### src/rtl/subneg_mem_responder_if.sv
// SUBNEG external SRAM bus: latch/OE/WE/out strobes plus data, shared by initiator and responder.
// Latency: n/a (wires only).
// Backpressure: none; the initiator paces every transfer with its strobes.
interface subneg_mem_responder_if;
    logic       bus_latch_clk;
    logic       bus_oe_n;
    logic       bus_we_n;
    logic       bus_out_clk;
    logic [7:0] bus_data_in;
    logic [7:0] bus_data_out;
    logic       bus_data_oe;

    modport master (
        output bus_latch_clk, bus_oe_n, bus_we_n, bus_out_clk, bus_data_in,
        input  bus_data_out, bus_data_oe
    );

    modport slave (
        input  bus_latch_clk, bus_oe_n, bus_we_n, bus_out_clk, bus_data_in,
        output bus_data_out, bus_data_oe
    );
endinterface

### src/rtl/subneg_mem_responder.sv
// SUBNEG memory responder: address latch + 2^ADDR_W x 8 SRAM + output latch; RESP_ERR_CHECK_EN adds sticky bus_err.
// Latency: strobe edges act at the clk edge that first sees them; read data is combinational from addr_q.
// Backpressure: none; host load (ld_en) owns the memory and masks all bus strobes.
module subneg_mem_responder #(
    parameter int ADDR_W = 5
) (
    input  logic                         clk,
    input  logic                         rst_n,
    subneg_mem_responder_if.slave        bus,
    input  logic                         ld_en,
    input  logic [7:0]                   ld_addr,
    input  logic [7:0]                   ld_data,
    output logic [7:0]                   out_q,
    output logic                         out_valid,
    output logic                         bus_err,
    output logic [1:0]                   state_q
);
    localparam int DEPTH = 1 << ADDR_W;

    typedef enum logic [1:0] {
        S_IDLE  = 2'd0,
        S_ADDR  = 2'd1,
        S_READ  = 2'd2,
        S_WRITE = 2'd3
    } state_t;

    state_t            r_state;
    state_t            w_state_nxt;
    logic [7:0]        r_mem [DEPTH];
    logic [7:0]        r_addr_q;
    logic [7:0]        r_out_q;
    logic              r_out_valid;
    logic              r_latch_d;
    logic              r_we_n_d;
    logic              r_out_clk_d;

    logic              w_latch_rise;
    logic              w_we_fall;
    logic              w_out_rise;
    logic              w_in_range;
    logic [ADDR_W-1:0] w_addr_idx;
    logic [ADDR_W-1:0] w_ld_idx;

    assign w_latch_rise = bus.bus_latch_clk & ~r_latch_d;
    assign w_we_fall    = ~bus.bus_we_n & r_we_n_d;
    assign w_out_rise   = bus.bus_out_clk & ~r_out_clk_d;

    // addr_q keeps all 8 bits so addresses beyond the array read as 0 instead of aliasing
    assign w_in_range = ((r_addr_q >> ADDR_W) == 8'd0);
    assign w_addr_idx = ADDR_W'(r_addr_q);
    assign w_ld_idx   = ADDR_W'(ld_addr);

    assign bus.bus_data_oe  = ~bus.bus_oe_n & ~ld_en;
    assign bus.bus_data_out = w_in_range ? r_mem[w_addr_idx] : 8'h00;

    assign out_q     = r_out_q;
    assign out_valid = r_out_valid;
    assign state_q   = r_state;

    always_ff @(posedge clk or negedge rst_n) begin
        if (!rst_n) begin
            r_latch_d   <= 1'b0;
            r_we_n_d    <= 1'b1;
            r_out_clk_d <= 1'b0;
        end else begin
            r_latch_d   <= bus.bus_latch_clk;
            r_we_n_d    <= bus.bus_we_n;
            r_out_clk_d <= bus.bus_out_clk;
        end
    end

    always_comb begin
        w_state_nxt = r_state;
        if (ld_en) begin
            w_state_nxt = S_IDLE;
        end else if (w_latch_rise) begin
            w_state_nxt = S_ADDR;
        end else begin
            case (r_state)
                S_ADDR: begin
                    if (!bus.bus_oe_n)  w_state_nxt = S_READ;
                    else if (w_we_fall) w_state_nxt = S_WRITE;
                end
                S_READ:  if (bus.bus_oe_n) w_state_nxt = S_ADDR;
                S_WRITE: if (bus.bus_we_n) w_state_nxt = S_ADDR;
                default: w_state_nxt = r_state;
            endcase
        end
    end

    always_ff @(posedge clk or negedge rst_n) begin
        if (!rst_n) begin
            r_state     <= S_IDLE;
            r_addr_q    <= 8'h00;
            r_out_q     <= 8'h00;
            r_out_valid <= 1'b0;
        end else begin
            r_state     <= w_state_nxt;
            r_out_valid <= w_out_rise & ~ld_en;
            if (w_latch_rise && !ld_en) r_addr_q <= bus.bus_data_in;
            if (w_out_rise && !ld_en)   r_out_q  <= bus.bus_data_in;
        end
    end

    // The write uses addr_q as it stood before this edge, so a coincident latch edge cannot redirect it
    always_ff @(posedge clk or negedge rst_n) begin
        if (!rst_n) begin
            for (int i = 0; i < DEPTH; i++) r_mem[i] <= 8'h00;
        end else if (ld_en) begin
            r_mem[w_ld_idx] <= ld_data;
        end else if (w_we_fall && w_in_range) begin
            r_mem[w_addr_idx] <= bus.bus_data_in;
        end
    end

`ifdef RESP_ERR_CHECK_EN
    logic r_oe_n_d;
    logic r_bus_err;
    logic w_oe_fall;
    logic w_err_evt;

    assign w_oe_fall = ~bus.bus_oe_n & r_oe_n_d;
    assign w_err_evt = ~ld_en & ((~bus.bus_oe_n & ~bus.bus_we_n) |
                                 ((r_state == S_IDLE) & (w_oe_fall | w_we_fall)));

    always_ff @(posedge clk or negedge rst_n) begin
        if (!rst_n) begin
            r_oe_n_d  <= 1'b1;
            r_bus_err <= 1'b0;
        end else begin
            r_oe_n_d  <= bus.bus_oe_n;
            r_bus_err <= r_bus_err | w_err_evt;
        end
    end

    assign bus_err = r_bus_err;
`else
    assign bus_err = 1'b0;
`endif
endmodule

### src/flat_wrapper.sv
// flat-port wrapper written by rule: the top's interface ports become plain ports
module subneg_mem_responder_flat 
#(
    parameter int ADDR_W = 5
)
  (clk, rst_n, ld_en, ld_addr, ld_data, out_q, out_valid, bus_err, state_q, bus_bus_latch_clk, bus_bus_oe_n, bus_bus_we_n, bus_bus_out_clk, bus_bus_data_in, bus_bus_data_out, bus_bus_data_oe);
  subneg_mem_responder_if bus_i ();
  input  logic clk;
  input  logic rst_n;
  input  logic ld_en;
  input  logic [7:0] ld_addr;
  input  logic [7:0] ld_data;
  output logic [7:0] out_q;
  output logic out_valid;
  output logic bus_err;
  output logic [1:0] state_q;
  input wire logic [$bits(bus_i.bus_latch_clk)-1:0] bus_bus_latch_clk;
  input wire logic [$bits(bus_i.bus_oe_n)-1:0] bus_bus_oe_n;
  input wire logic [$bits(bus_i.bus_we_n)-1:0] bus_bus_we_n;
  input wire logic [$bits(bus_i.bus_out_clk)-1:0] bus_bus_out_clk;
  input wire logic [$bits(bus_i.bus_data_in)-1:0] bus_bus_data_in;
  output wire logic [$bits(bus_i.bus_data_out)-1:0] bus_bus_data_out;
  output wire logic [$bits(bus_i.bus_data_oe)-1:0] bus_bus_data_oe;
  assign bus_i.bus_latch_clk = bus_bus_latch_clk;
  assign bus_i.bus_oe_n = bus_bus_oe_n;
  assign bus_i.bus_we_n = bus_bus_we_n;
  assign bus_i.bus_out_clk = bus_bus_out_clk;
  assign bus_i.bus_data_in = bus_bus_data_in;
  assign bus_bus_data_out = bus_i.bus_data_out;
  assign bus_bus_data_oe = bus_i.bus_data_oe;
  subneg_mem_responder #(.ADDR_W(ADDR_W)) u_core (.clk(clk), .rst_n(rst_n), .bus(bus_i), .ld_en(ld_en), .ld_addr(ld_addr), .ld_data(ld_data), .out_q(out_q), .out_valid(out_valid), .bus_err(bus_err), .state_q(state_q));
endmodule
### config.mk
export PLATFORM = sky130hd
export DESIGN_NAME = subneg_mem_responder_flat
export DESIGN_NICKNAME = d
export VERILOG_FILES = /design/src/rtl/subneg_mem_responder_if.sv /design/src/rtl/subneg_mem_responder.sv /design/src/flat_wrapper.sv
export SDC_FILE = /design/constraint.sdc
export NUM_CORES = 1
export LEC_CHECK = 0
export BUFFER_PORTS_ARGS = -buffer_cell sky130_fd_sc_hd__buf_2
export CORE_AREA = 2 2 199 201
export CTS_BUF_LIST = sky130_fd_sc_hd__clkbuf_8
export DETAILED_ROUTE_END_ITERATION = 12
export DIE_AREA = 0 0 201 203
export PLACE_DENSITY_LB_ADDON = 0.08
export SETUP_SLACK_MARGIN = 0.02
export SYNTH_ARGS = -nofsm -noshare
export SYNTH_HDL_FRONTEND = slang
export SYNTH_SLANG_ARGS = --single-unit
### constraint.sdc
create_clock -name clk -period 5 [get_ports clk]
set_clock_uncertainty 0.15 [all_clocks]
set_input_delay 1 -clock clk [delete_from_list [all_inputs] [get_ports clk]]
set_output_delay 1 -clock clk [all_outputs]
set_load 0.05 [all_outputs]
# After elaboration in Yosys (flattened, before gate mapping)
# Cells that the tools add are included.
[word_totals]
reg_bits = 278
output_inout_bits = 21
wordCells = 90
[classes]
order_cmp = 4
n_eq_ne = 6
muxes = 19
bitwise_logic = 12
reduce_logical = 10
[ops]
columns = ["operator", "n"]
rows = [
  ["$bwmux W256", 2],
  ["$mux W256", 2],
  ["$demux W8 S5", 2],
  ["$bmux W8 S5", 1],
  ["$mux W8", 5],
  ["$ge A6 B6 Y1 const B", 2],
  ["$lt A6 B1 Y1 const B", 2],
  ["$mux W2", 6],
  ["$not A5 Y6", 2],
  ["$logic_not A8 Y1", 1],
  ["$ne A4 B3 Y1 const B", 2],
  ["$pmux W2 S3", 1],
  ["$and A1 B1 Y1", 5],
  ["$logic_and A1 B1 Y1", 5],
  ["$ne A5 B3 Y1 const B", 1],
  ["$not A1 Y1", 5],
  ["$reduce_bool A5 Y1", 1],
  ["$eq A2 B2 Y1 const B", 2],
  ["$reduce_and A4 Y1", 1],
  ["$eq A2 B1 Y1 const B", 1],
  ["$reduce_bool A2 Y1", 1],
  ["$logic_not A1 Y1", 1],
]

# Longest topological paths before layout
# Gate-level depths: netlist of the first run.
[depth]
ltp_word = 8
ltp_mapped = 7
mapped_depth_nobuf = 4

# Least setup slack after synthesis of the first run
# OpenSTA, ideal clock, no wires.
[synth_path]
path_kind = "register to output"
from = "register u_core.r_addr_q[2]"
to = "output bus_bus_data_out[7]"
arrival_time_ns = 2.541
required_ns = 3.850
slack_ns = 1.309
path_stages_with_launch = 8
path_buffers = 3
cell_sequence = "dfrtp_1 clkbuf_1 clkbuf_1 or4b_2 clkbuf_1 o22ai_1 nor2_1 a31oi_1"
[synth_between]
elab_chain_cells = 5
[synth_lines]
columns = ["element", "line_no", "rtl"]
rows = [
  ["start: declaration", "subneg_mem_responder.sv:30", "logic [7:0] r_addr_q;"],
  ["start signal: assignment", "subneg_mem_responder.sv:100", "if (w_latch_rise && !ld_en) r_addr_q <= bus.bus_data_in;"],
  ["$not A5 Y6 (not written as such)", "subneg_mem_responder.sv:54", "assign bus.bus_data_out = w_in_range ? r_mem[w_addr_idx] : 8'h00;"],
  ["$bmux W8 S5", "subneg_mem_responder.sv:54", ""],
  ["$mux W8 (not written as such) (2 in series)", "subneg_mem_responder.sv:54", ""],
  ["$mux W8", "subneg_mem_responder.sv:54", ""],
  ["end: declaration", "flat_wrapper.sv:22", "output wire logic [$bits(bus_i.bus_data_out)-1:0] bus_bus_data_out;"],
]
# No other way between the ends. The select of a mux whose other input is x is not followed.

# Final worst setup path of the first run
[layout_path]
from = "register u_core.r_addr_q[4]"
to = "output bus_bus_data_out[7]"
# Same word-level chain as after synthesis.

==> results of run 1 <==
through the flow:
stage | worst slack, ns | total power, W | std cells
3_3_place_gp | 0.939 | 0.00331 | 1810
2_1_floorplan | 1.31 | 0.00298 | 1308
4_1_cts | 0.240 | 0.00552 | 1899
3_5_place_dp | 0.934 | 0.00332 | 1810
5_1_grt | 0.0813 | 0.00569 | 1899
6_report | 0.171 | 0.00547 | 1899
layout make-up:
type | instances | area [um^2]
clock buffers | 66 | 908
clock inverters | 23 | 96.3
fillers | 3662 | 21400
inverters | 1 | 5.00
multi-input cells | 919 | 7850
flip-flops and latches | 278 | 6960
well taps | 518 | 648
repair buffers | 94 | 636
cells by family (layout without fill, tap and decap cells):
logic type	Yosys count	after routing	share of synthesized area, %
buffers and inverters	111	184	2.95
other	1	1	0.0246
flip-flops	278	278	45.6
AO/OA/AOI/OAI	362	362	17.6
AND/OR/NAND/NOR	155	155	5.20
multiplexers	400	400	28.5
adder cells (fa/ha/maj)	1	1	0.0656
per-layer routing:
layer  up-vias  global-route usage, %  wire length, um  share of wire (%)
li1       5214                      -                -                  -
met1      6242                   36.7            24400                 46
met2       409                   39.8            23800                 45
met3       105                   4.41             2910                5.5
met4         0                   9.31             1810                3.4
met5         -                      0                0                  0
where the power goes:
part,internal [W],switching [W]
Sequential,0.00232,0.000114
Combinational,0.000286,0.000565
Clock,0.00117,0.00101
final timing paths:
| check | from | end | cells after the start |
|---|---|---|---|
| setup / recovery | u_core.r_addr_q[4] | bus_bus_data_out[7] | 6 |
| hold / removal | rst_n | u_core.r_out_clk_d | 1 |
| setup reg to reg | u_core.r_addr_q[1] | u_core.r_mem[192] | 5 |
| hold reg to reg | u_core.out_q[4] | u_core.out_q[4] | 1 |
| max in group asynchronous | rst_n | u_core.r_mem[152] | 2 |
| min in group clk | bus_bus_latch_clk | u_core.r_latch_d | 1 |
cells in the mapped netlist, types with 6 or more instances:
| cell | count |
|---|---|
| and3b_1 | 6 |
| a31oi_1 | 8 |
| mux2_2 | 272 |
| nor4_1 | 8 |
| nand2_1 | 76 |
| o22ai_1 | 321 |
| dfrtp_1 | 277 |
| nor3b_1 | 6 |
| clkbuf_1 | 88 |
| o22ai_4 | 30 |
| mux2i_1 | 128 |
| nor2_1 | 24 |
| buf_1 | 13 |
flip-flops by register name (all words and copies together) (netlist names):
register            cells
u_core.r_mem          256
u_core.out_q            8
u_core.r_addr_q         8
u_core.state_q          2
u_core.out_valid        1
u_core.r_latch_d        1
u_core.r_out_clk_d      1
u_core.r_we_n_d         1
worst max-delay path, delay by kind of cell (launching register included):
family	cells	cell delay, ns
AOI/OAI and AO/OA	2	1.00
DFF	1	0.87
buffers and inverters	2	0.62
and+or+nand+nor	2	0.54
==> impl_metrics.csv, run 1 <==
group,metric,value,unit
run_status,status,"finished, final reports clean",
floorplanning,die_y,203,um
floorplanning,core_area,0.0385,mm^2
setup_path,worstSetupEndpointType,"output port",
place,place_hpwl,32.8,mm
setup_path,slowest_stage,"dfrtp_1",
clocking,clk-insertion-delay-late,0.63,ns
finish,fin_util,44.5,%
logic_synthesis,async_reset_ff_share,100,%
detailed_routing,routed_wl,52.9,mm
logic_synthesis,ys_top_cells_by_area,"dfrtp_1 (45%), mux2_2 (20%), o22ai_1 (13%)",
detailed_routing,viasPerCell,6.30,
setup_path,crit_required,3.85,ns
finish,nets,1377,
clocking,clk_pin_slew_worst_paths,0.06,ns
place,io_buffers,47,
clocking,cts_resized,0,
timing,max_freq,0.207,GHz
timing,whs,0.244,ns
global_route,antenna_found_initial,0,
timing,post-route-period-util,96.6,%
finish,finalInstanceArea,0.0171,mm^2
detailed_routing,drt_iter0_drc,785,
logic_synthesis,synth_seq_cells,278,
detailed_routing,routed-via-count,12000,
floorplanning,die_w,201,um
pwr,leakage,7.38,nW
detailed_routing,routedWlPerCell,27.9,um
pwr,vdd_drop_max,0.000182,V
logic_synthesis,synth_ff_type,"dfrtp_1",
clocking,postCtsSetupBuffers,0,
timing,drv_slew,0,
clocking,cts-buffers-inserted,52,
setup_path,ff2ff_setup_slack,1.11,ns
global_route,grt_use_total,25.9,%
setup_path,path_class,"reg -> out",
floorplanning,rows,72,
logic_synthesis,syn_area,0.0152,mm^2
pwr,p_per_area,320,mW/mm^2
setup_path,path_cells,"buf_4 > nand4_1 > o22ai_1 > nor4_1 > a31oi_1 > buf_2",
clocking,tritoncts,"built",
logic_synthesis,synth-edff-count,0,
setup_path,cp_max_fo,21,
clocking,htreeDepth,2,
timing,slew_headroom,24.1,%
global_route,grt.overflow.total,0,
timing,fin_crit,4.83,ns
timing,setup_tns,0,ns
timing,hold_violations,0,
timing,finalSetupViolations,0,
run,maxCapViolCount,0,
clocking,cts.sinks,278,
finish,diodes,0,
place,routabilityCongestion,0.846,
logic_synthesis,synth_top_area_share,45.5,%
global_route,grt_max_degree,91,
floorplanning,start_util,39.6,%
finish,final_cell_mix,"o22ai_1 (321), dfrtp_1 (276), mux2_2 (272)",
setup_path,crit_arrival,3.68,ns
place,place_area,0.0161,mm^2
logic_synthesis,syn_inst,1308,
finish,mostFrequentLayoutCell,"o22ai_1",
clocking,cts.path.max_buffers,3,
floorplanning,ios,52,
logic_synthesis,yosysTopAreaCell,"dfrtp_1",
timing,rsz0062_at_grt,"no",
setup_path,critPathMaxStageDelay,0.87,ns
global_route,grt_pass1_vias,12000,
logic_synthesis,synth-warning-count,0,
finish,final_layout_size_suffix_gt1_share,34.6,%
clocking,cts_hold_buf,0,
min_path,min_path_type,"in -> async",
timing,worst_pin_slew,1.14,ns
logic_synthesis,yosysSeqAreaShare,45.6,%
floorplanning,die_area,0.0408,mm^2
finish,area_growth,12.1,%
detailed_routing,drt_pass1_iterations,5,
logic_synthesis,synth_nets,1339,
logic_synthesis,avgSynthCellArea,11.7,um^2
logic_synthesis,synth.distinct_cells,35,
detailed_routing,ant_nets,0,
clocking,clockRootBuffer,"clkbuf_8",
global_route,grt_pass1_wl,79.7,mm
detailed_routing,drc,0,
setup_path,cp-start-kind,"register",
No activity file was read; power rests on OpenSTA's default activity.
==> run 2: changes to the inputs <==
--- a/config.mk
+++ b/config.mk
@@ -10,6 +10,7 @@
 export CTS_BUF_LIST = sky130_fd_sc_hd__clkbuf_8
 export DETAILED_ROUTE_END_ITERATION = 12
 export DIE_AREA = 0 0 201 203
+export HOLD_SLACK_MARGIN = 0.15
 export PLACE_DENSITY_LB_ADDON = 0.08
 export SETUP_SLACK_MARGIN = 0.02
 export SYNTH_ARGS = -nofsm -noshare
==> constraint.sdc (replaced) <==
create_clock -name clk -period 5 [get_ports clk]
set_clock_uncertainty 0.15 [all_clocks]
set_input_delay 0.25 -clock clk [delete_from_list [all_inputs] [get_ports clk]]
set_output_delay 0.25 -clock clk [all_outputs]
set_load 0.05 [all_outputs]
==> impl_metrics.csv, run 2 (same netlist as run 1, synthesis figures left out) <==
group,metric,value,unit
detailed_routing,drc,0,
timing,finalSetupViolations,0,
detailed_routing,viasPerCell,6.19,
clocking,clk_pin_slew_worst_paths,0.06,ns
timing,slew_headroom,24.6,%
detailed_routing,ant_nets,0,
floorplanning,core_area,0.0385,mm^2
clocking,htreeDepth,2,
pwr,p_per_area,318,mW/mm^2
detailed_routing,drt_iter0_drc,817,
setup_path,path_class,"reg -> out",
detailed_routing,routed-via-count,11800,
timing,max_freq,0.234,GHz
setup_path,path_cells,"buf_4 > mux2i_1 > o22ai_1 > nor4_1 > a31oi_1 > buf_2",
clocking,cts-buffers-inserted,53,
timing,hold_violations,0,
global_route,grt_pass1_wl,80.0,mm
global_route,grt_use_total,26.1,%
setup_path,worstSetupEndpointType,"output port",
place,placed_cells,1792,
finish,fillers,3676,
run_status,status,"finished, final reports clean",
pwr,vdd_drop_max,0.000195,V
global_route,grt_pass1_vias,12100,
setup_path,slowest_stage,"dfrtp_4",
pwr,leakage,7.37,nW
finish,diodes,0,
timing,whs,0.160,ns
clocking,tritoncts,"built",
place,io_buffers,47,
setup_path,crit_arrival,3.88,ns
floorplanning,ios,52,
timing,setup_tns,0,ns
setup_path,cpLargestDelayFamily,"flip-flops",
floorplanning,die_w,201,um
setup_path,cp_max_fo,41,
finish,largest_reg_flops,256,
setup_path,crit_required,4.60,ns
clocking,postCtsSetupBuffers,0,
finish,final_cell_mix,"o22ai_1 (321), dfrtp_1 (276), mux2_2 (272)",
global_route,antenna_found_initial,0,
detailed_routing,drt_pass1_iterations,5,
timing,worst_pin_slew,1.13,ns
global_route,grt_max_degree,122,
setup_path,crit_buf_inv,2,
timing,rsz0062_at_grt,"no",
clocking,cts.sinks,278,
floorplanning,die_area,0.0408,mm^2
clocking,cts_resized,0,
place,place_hpwl,32.1,mm
finish,regMostFlops,"u_core.r_mem",
clocking,clockRootBuffer,"clkbuf_8",
detailed_routing,routedWlPerCell,28.0,um
finish,nets,1377,
detailed_routing,routed_wl,53.3,mm
clocking,cts_hold_buf,17,
run,maxCapViolCount,0,
place,routabilityCongestion,0.845,
global_route,grt.overflow.total,0,
finish,mostFrequentLayoutCell,"o22ai_1",
clocking,clk-insertion-delay-late,0.65,ns
timing,post-route-period-util,85.6,%
timing,drv_slew,0,
clocking,cts.path.max_buffers,3,
setup_path,cp-start-kind,"register",
finish,area_growth,12.2,%
timing,fin_crit,4.28,ns
floorplanning,rows,72,
min_path,min_path_type,"in -> async",
setup_path,critPathMaxStageDelay,0.94,ns
finish,final_layout_size_suffix_gt1_share,33.3,%
floorplanning,die_y,203,um
finish,fin_cells,1904,
floorplanning,start_util,39.6,%
[run 2: stage by stage]
stage          setup WS (ns)  power (W)  area, um^2  utilization (%)
3_5_place_dp            1.38    0.00330       15900             41.4
6_report               0.722    0.00545       17100             44.5
2_1_floorplan           2.06    0.00298       15200                -
4_1_cts                0.665    0.00551       17100             44.5
5_1_grt                0.607    0.00567       17100             44.5
3_3_place_gp            1.37    0.00329       15900             41.4
[run 2: layout make-up]
type | count | area, um^2 | area share, %
Sequential cell | 278 | 6960 | 40.7
Timing Repair Buffer | 93 | 646 | 3.77
Tap cell | 518 | 648 | 3.79
Clock inverter | 32 | 141 | 0.826
Multi-Input combinational cell | 919 | 7850 | 45.8
Inverter | 1 | 5.00 | 0.0292
Clock buffer | 63 | 867 | 5.07
[run 2: power breakdown]
group	internal, W	leakage (nW)	total, W	switching (W)
Sequential	0.00232	3.83	0.00244	0.000119
Combinational	0.000271	2.95	0.000835	0.000563
Clock	0.00114	0.597	0.00217	0.00104
Total	0.00373	7.37	0.00545	0.00172
[run 2: final timing paths]
check,start,slack (ns),end,cells after the start
worst min-delay path,rst_n,0.16,u_core.r_out_clk_d,2
worst min register to register,u_core.out_q[3],0.35,u_core.out_q[3],1
min in group clk,ld_data[1],0.21,u_core.r_mem[201],5
worst max register to register,u_core.r_addr_q[1],1.22,u_core.r_mem[175],4
worst max-delay path,u_core.r_addr_q[1],0.72,bus_bus_data_out[6],6
max in group asynchronous,rst_n,3.17,u_core.r_mem[52],3
[run 2: worst reg2reg max path, stage by stage, from the launching register on]
cell and delay (ns):
dfrtp_4 0.94, nor2b_1 1.00, nand2_1 0.61, o22ai_4 0.55, mux2_2 0.39
[run 2: per-layer routing]
| layer | GRT usage [%] | vias to the layer above | wire length [um] |
|---|---|---|---|
| li1 | - | 5212 | - |
| met2 | 40.0 | 399 | 23800 |
| met1 | 36.9 | 6069 | 24700 |
| met4 | 9.76 | 0 | 1750 |
| met3 | 4.74 | 103 | 3030 |
| met5 | 0 | - | 0 |
==> run 3: changes to the inputs <==
--- a/config.mk
+++ b/config.mk
@@ -5,13 +5,14 @@
 export SDC_FILE = /design/constraint.sdc
 export NUM_CORES = 1
 export LEC_CHECK = 0
+export ABC_AREA = 1
 export BUFFER_PORTS_ARGS = -buffer_cell sky130_fd_sc_hd__buf_2
-export CORE_AREA = 2 2 199 201
+export CORE_AREA = 2 2 207 209
 export CTS_BUF_LIST = sky130_fd_sc_hd__clkbuf_8
 export DETAILED_ROUTE_END_ITERATION = 12
-export DIE_AREA = 0 0 201 203
+export DIE_AREA = 0 0 209 211
 export HOLD_SLACK_MARGIN = 0.15
-export PLACE_DENSITY_LB_ADDON = 0.08
+export PLACE_DENSITY = 0.67
 export SETUP_SLACK_MARGIN = 0.02
 export SYNTH_ARGS = -nofsm -noshare
 export SYNTH_HDL_FRONTEND = slang
==> impl_metrics.csv, run 3 <==
group,metric,value,unit
logic_synthesis,syn_area,0.0166,mm^2
setup_path,crit_arrival,3.81,ns
finish,area_growth,8.97,%
setup_path,rr_worst_depth,7,
detailed_routing,drc,0,
logic_synthesis,synthTopCellsByCount,"nand2_1 (904), o21ai_0 (289), dfrtp_1 (277)",
pwr,leakage,8.23,nW
logic_synthesis,synth_ff_type,"dfrtp_1",
clocking,tritoncts,"built",
min_path,whs_path_depth,5,
timing,worst_pin_slew,1.19,ns
min_path,min_to,"u_core.r_mem[199]",
logic_synthesis,yosysTopAreaCell,"dfrtp_1",
detailed_routing,drt_iter0_drc,1679,
global_route,grt_use_total,23.7,%
setup_path,ff2ff_setup_slack,1.37,ns
global_route,grt_pass1_wl,83.1,mm
timing,fin_crit,4.21,ns
place,io_buffers,47,
floorplanning,die_area,0.0441,mm^2
logic_synthesis,synth-warning-count,0,
clocking,postCtsSetupBuffers,0,
finish,regMostFlops,"u_core.r_mem",
min_path,min_path_type,"in -> reg",
clocking,clk-insertion-delay-late,0.62,ns
timing,hold_violations,0,
detailed_routing,routed_wl,52.2,mm
floorplanning,core_area,0.0418,mm^2
setup_path,worstSetupEndpointType,"output port",
global_route,grt.overflow.total,0,
finish,mostFrequentLayoutCell,"nand2_1",
timing,whs,0.213,ns
detailed_routing,viasPerCell,5.48,
timing,setup_tns,0,ns
floorplanning,ios,52,
place,place_hpwl,30.9,mm
timing,slew_headroom,20.2,%
logic_synthesis,synth.distinct_cells,26,
timing,post-route-period-util,84.2,%
timing,rsz0062_at_grt,"no",
run,maxCapViolCount,0,
finish,nets,2365,
setup_path,cp-start-kind,"register",
clocking,htreeDepth,2,
clocking,clk_pin_slew_worst_paths,0.06,ns
clocking,cts.path.max_buffers,3,
setup_path,cp_max_fo,57,
global_route,grt_pass1_vias,15000,
pwr,vdd_drop_max,0.000266,V
logic_synthesis,synth-edff-count,0,
floorplanning,rows,75,
pwr,p_per_area,394,mW/mm^2
floorplanning,start_util,39.7,%
finish,largest_reg_flops,256,
logic_synthesis,ys_top_cells_by_area,"dfrtp_1 (42%), nand2_1 (20%), o22ai_1 (9.7%)",
clocking,cts-buffers-inserted,50,
finish,diodes,0,
global_route,antenna_found_initial,1,
timing,drv_slew,0,
setup_path,crit_required,4.60,ns
timing,max_freq,0.238,GHz
logic_synthesis,avgSynthCellArea,7.07,um^2
logic_synthesis,async_reset_ff_share,100,%
finish,final_layout_size_suffix_gt1_share,10.4,%
logic_synthesis,yosysSeqAreaShare,42.0,%
place,routabilityCongestion,0.883,
clocking,clockRootBuffer,"clkbuf_8",
min_path,hp-start,"ld_addr[2]",
pwr,p_total,0.00710,W
logic_synthesis,synth_seq_cells,278,
setup_path,regToRegStartpoint,"u_core.r_addr_q[0]",
logic_synthesis,syn_inst,2344,
timing,finalSetupViolations,0,
setup_path,r2r_end,"u_core.r_mem[210]",
logic_synthesis,synth_most_common_cell,"nand2_1",
detailed_routing,routed-via-count,15900,
clocking,cts.sinks,278,
setup_path,path_class,"reg -> out",
run_status,status,"finished, final reports clean",
finish,final_cell_mix,"nand2_1 (894), o21ai_0 (289), inv_1 (281)",
detailed_routing,drt_pass1_iterations,5,
floorplanning,die_y,211,um
global_route,grt_max_degree,129,
logic_synthesis,synth_top_area_share,41.8,%
detailed_routing,routedWlPerCell,18.0,um
logic_synthesis,synth_nets,2375,
detailed_routing,ant_nets,0,
floorplanning,die_w,209,um
[run 3: cell type report]
cell class,instances,area (um^2)
Fill cell,4230,23700
Clock buffer,58,798
Clock inverter,23,134
Timing Repair Buffer,83,568
Tap cell,539,674
Inverter,278,1040
Sequential cell,278,6960
Multi-Input combinational cell,1643,7870
[run 3: what timing repair did]
action | CTS | global route
gates resized for setup | 0 | 0
endpoints found under the hold margin | 148 | 0
hold buffers | 16 | 0
[run 3: logic make-up (layout without fill, tap and decap cells)]
| family | count (synthesis) | after routing | share of synthesized area, % |
|---|---|---|---|
| other | 1 | 1 | 0.0226 |
| and+or+nand+nor | 1028 | 1028 | 25.2 |
| buffers and inverters | 423 | 442 | 10.7 |
| AOI/OAI and AO/OA | 614 | 614 | 22.0 |
| DFF | 278 | 278 | 42.0 |
[run 3: per-layer routing]
layer	up-vias	global-route usage [%]	part of all wire, %
li1	7610	-	-
met1	7422	32.3	43
met2	745	38.0	45
met3	129	3.88	8.8
met4	2	9.33	3.8
met5	-	0	0.023
[run 3: how the worst max path moves through the flow]
stage | from | endpoint | depth (start not counted)
6_report | u_core.r_addr_q[0] | bus_bus_data_out[1] | 11
5_1_grt | u_core.r_addr_q[0] | bus_bus_data_out[1] | 11
4_1_cts | u_core.r_addr_q[0] | bus_bus_data_out[5] | 11
3_3_place_gp | u_core.r_addr_q[0] | bus_bus_data_out[1] | 11
2_1_floorplan | u_core.r_addr_q[0] | bus_bus_data_out[6] | 11
3_5_place_dp | u_core.r_addr_q[0] | bus_bus_data_out[5] | 11
[run 3: where the power goes]
group	switching, W	internal (W)
sequential	0.000299	0.00282
combinational	0.00133	0.000565
clock	0.000999	0.00110
total	0.00263	0.00448
[run 3: critical path, cell delays in order, from the launching register on]
cell and delay [ns]:
dfrtp_4 0.64, clkinv_2 0.86, buf_4 0.56, nand2_1 0.10, nand2_1 0.06, nand2_1 0.09
nand2_1 0.10, nand2_1 0.06, nand2_1 0.07, nor2_1 0.18, a21oi_1 0.17, buf_2 0.26
[run 3: stage by stage]
stage | setup slack, ns | utilization (%) | cells | cell area [um^2]
floorplan | 2.47 | - | 2344 | 16600
global placement | 1.52 | 40.6 | 2805 | 17000
detailed placement | 1.50 | 40.6 | 2805 | 17000
CTS | 0.829 | 43.2 | 2902 | 18100
global route | 0.652 | 43.2 | 2902 | 18100
finish | 0.792 | 43.2 | 2902 | 18100
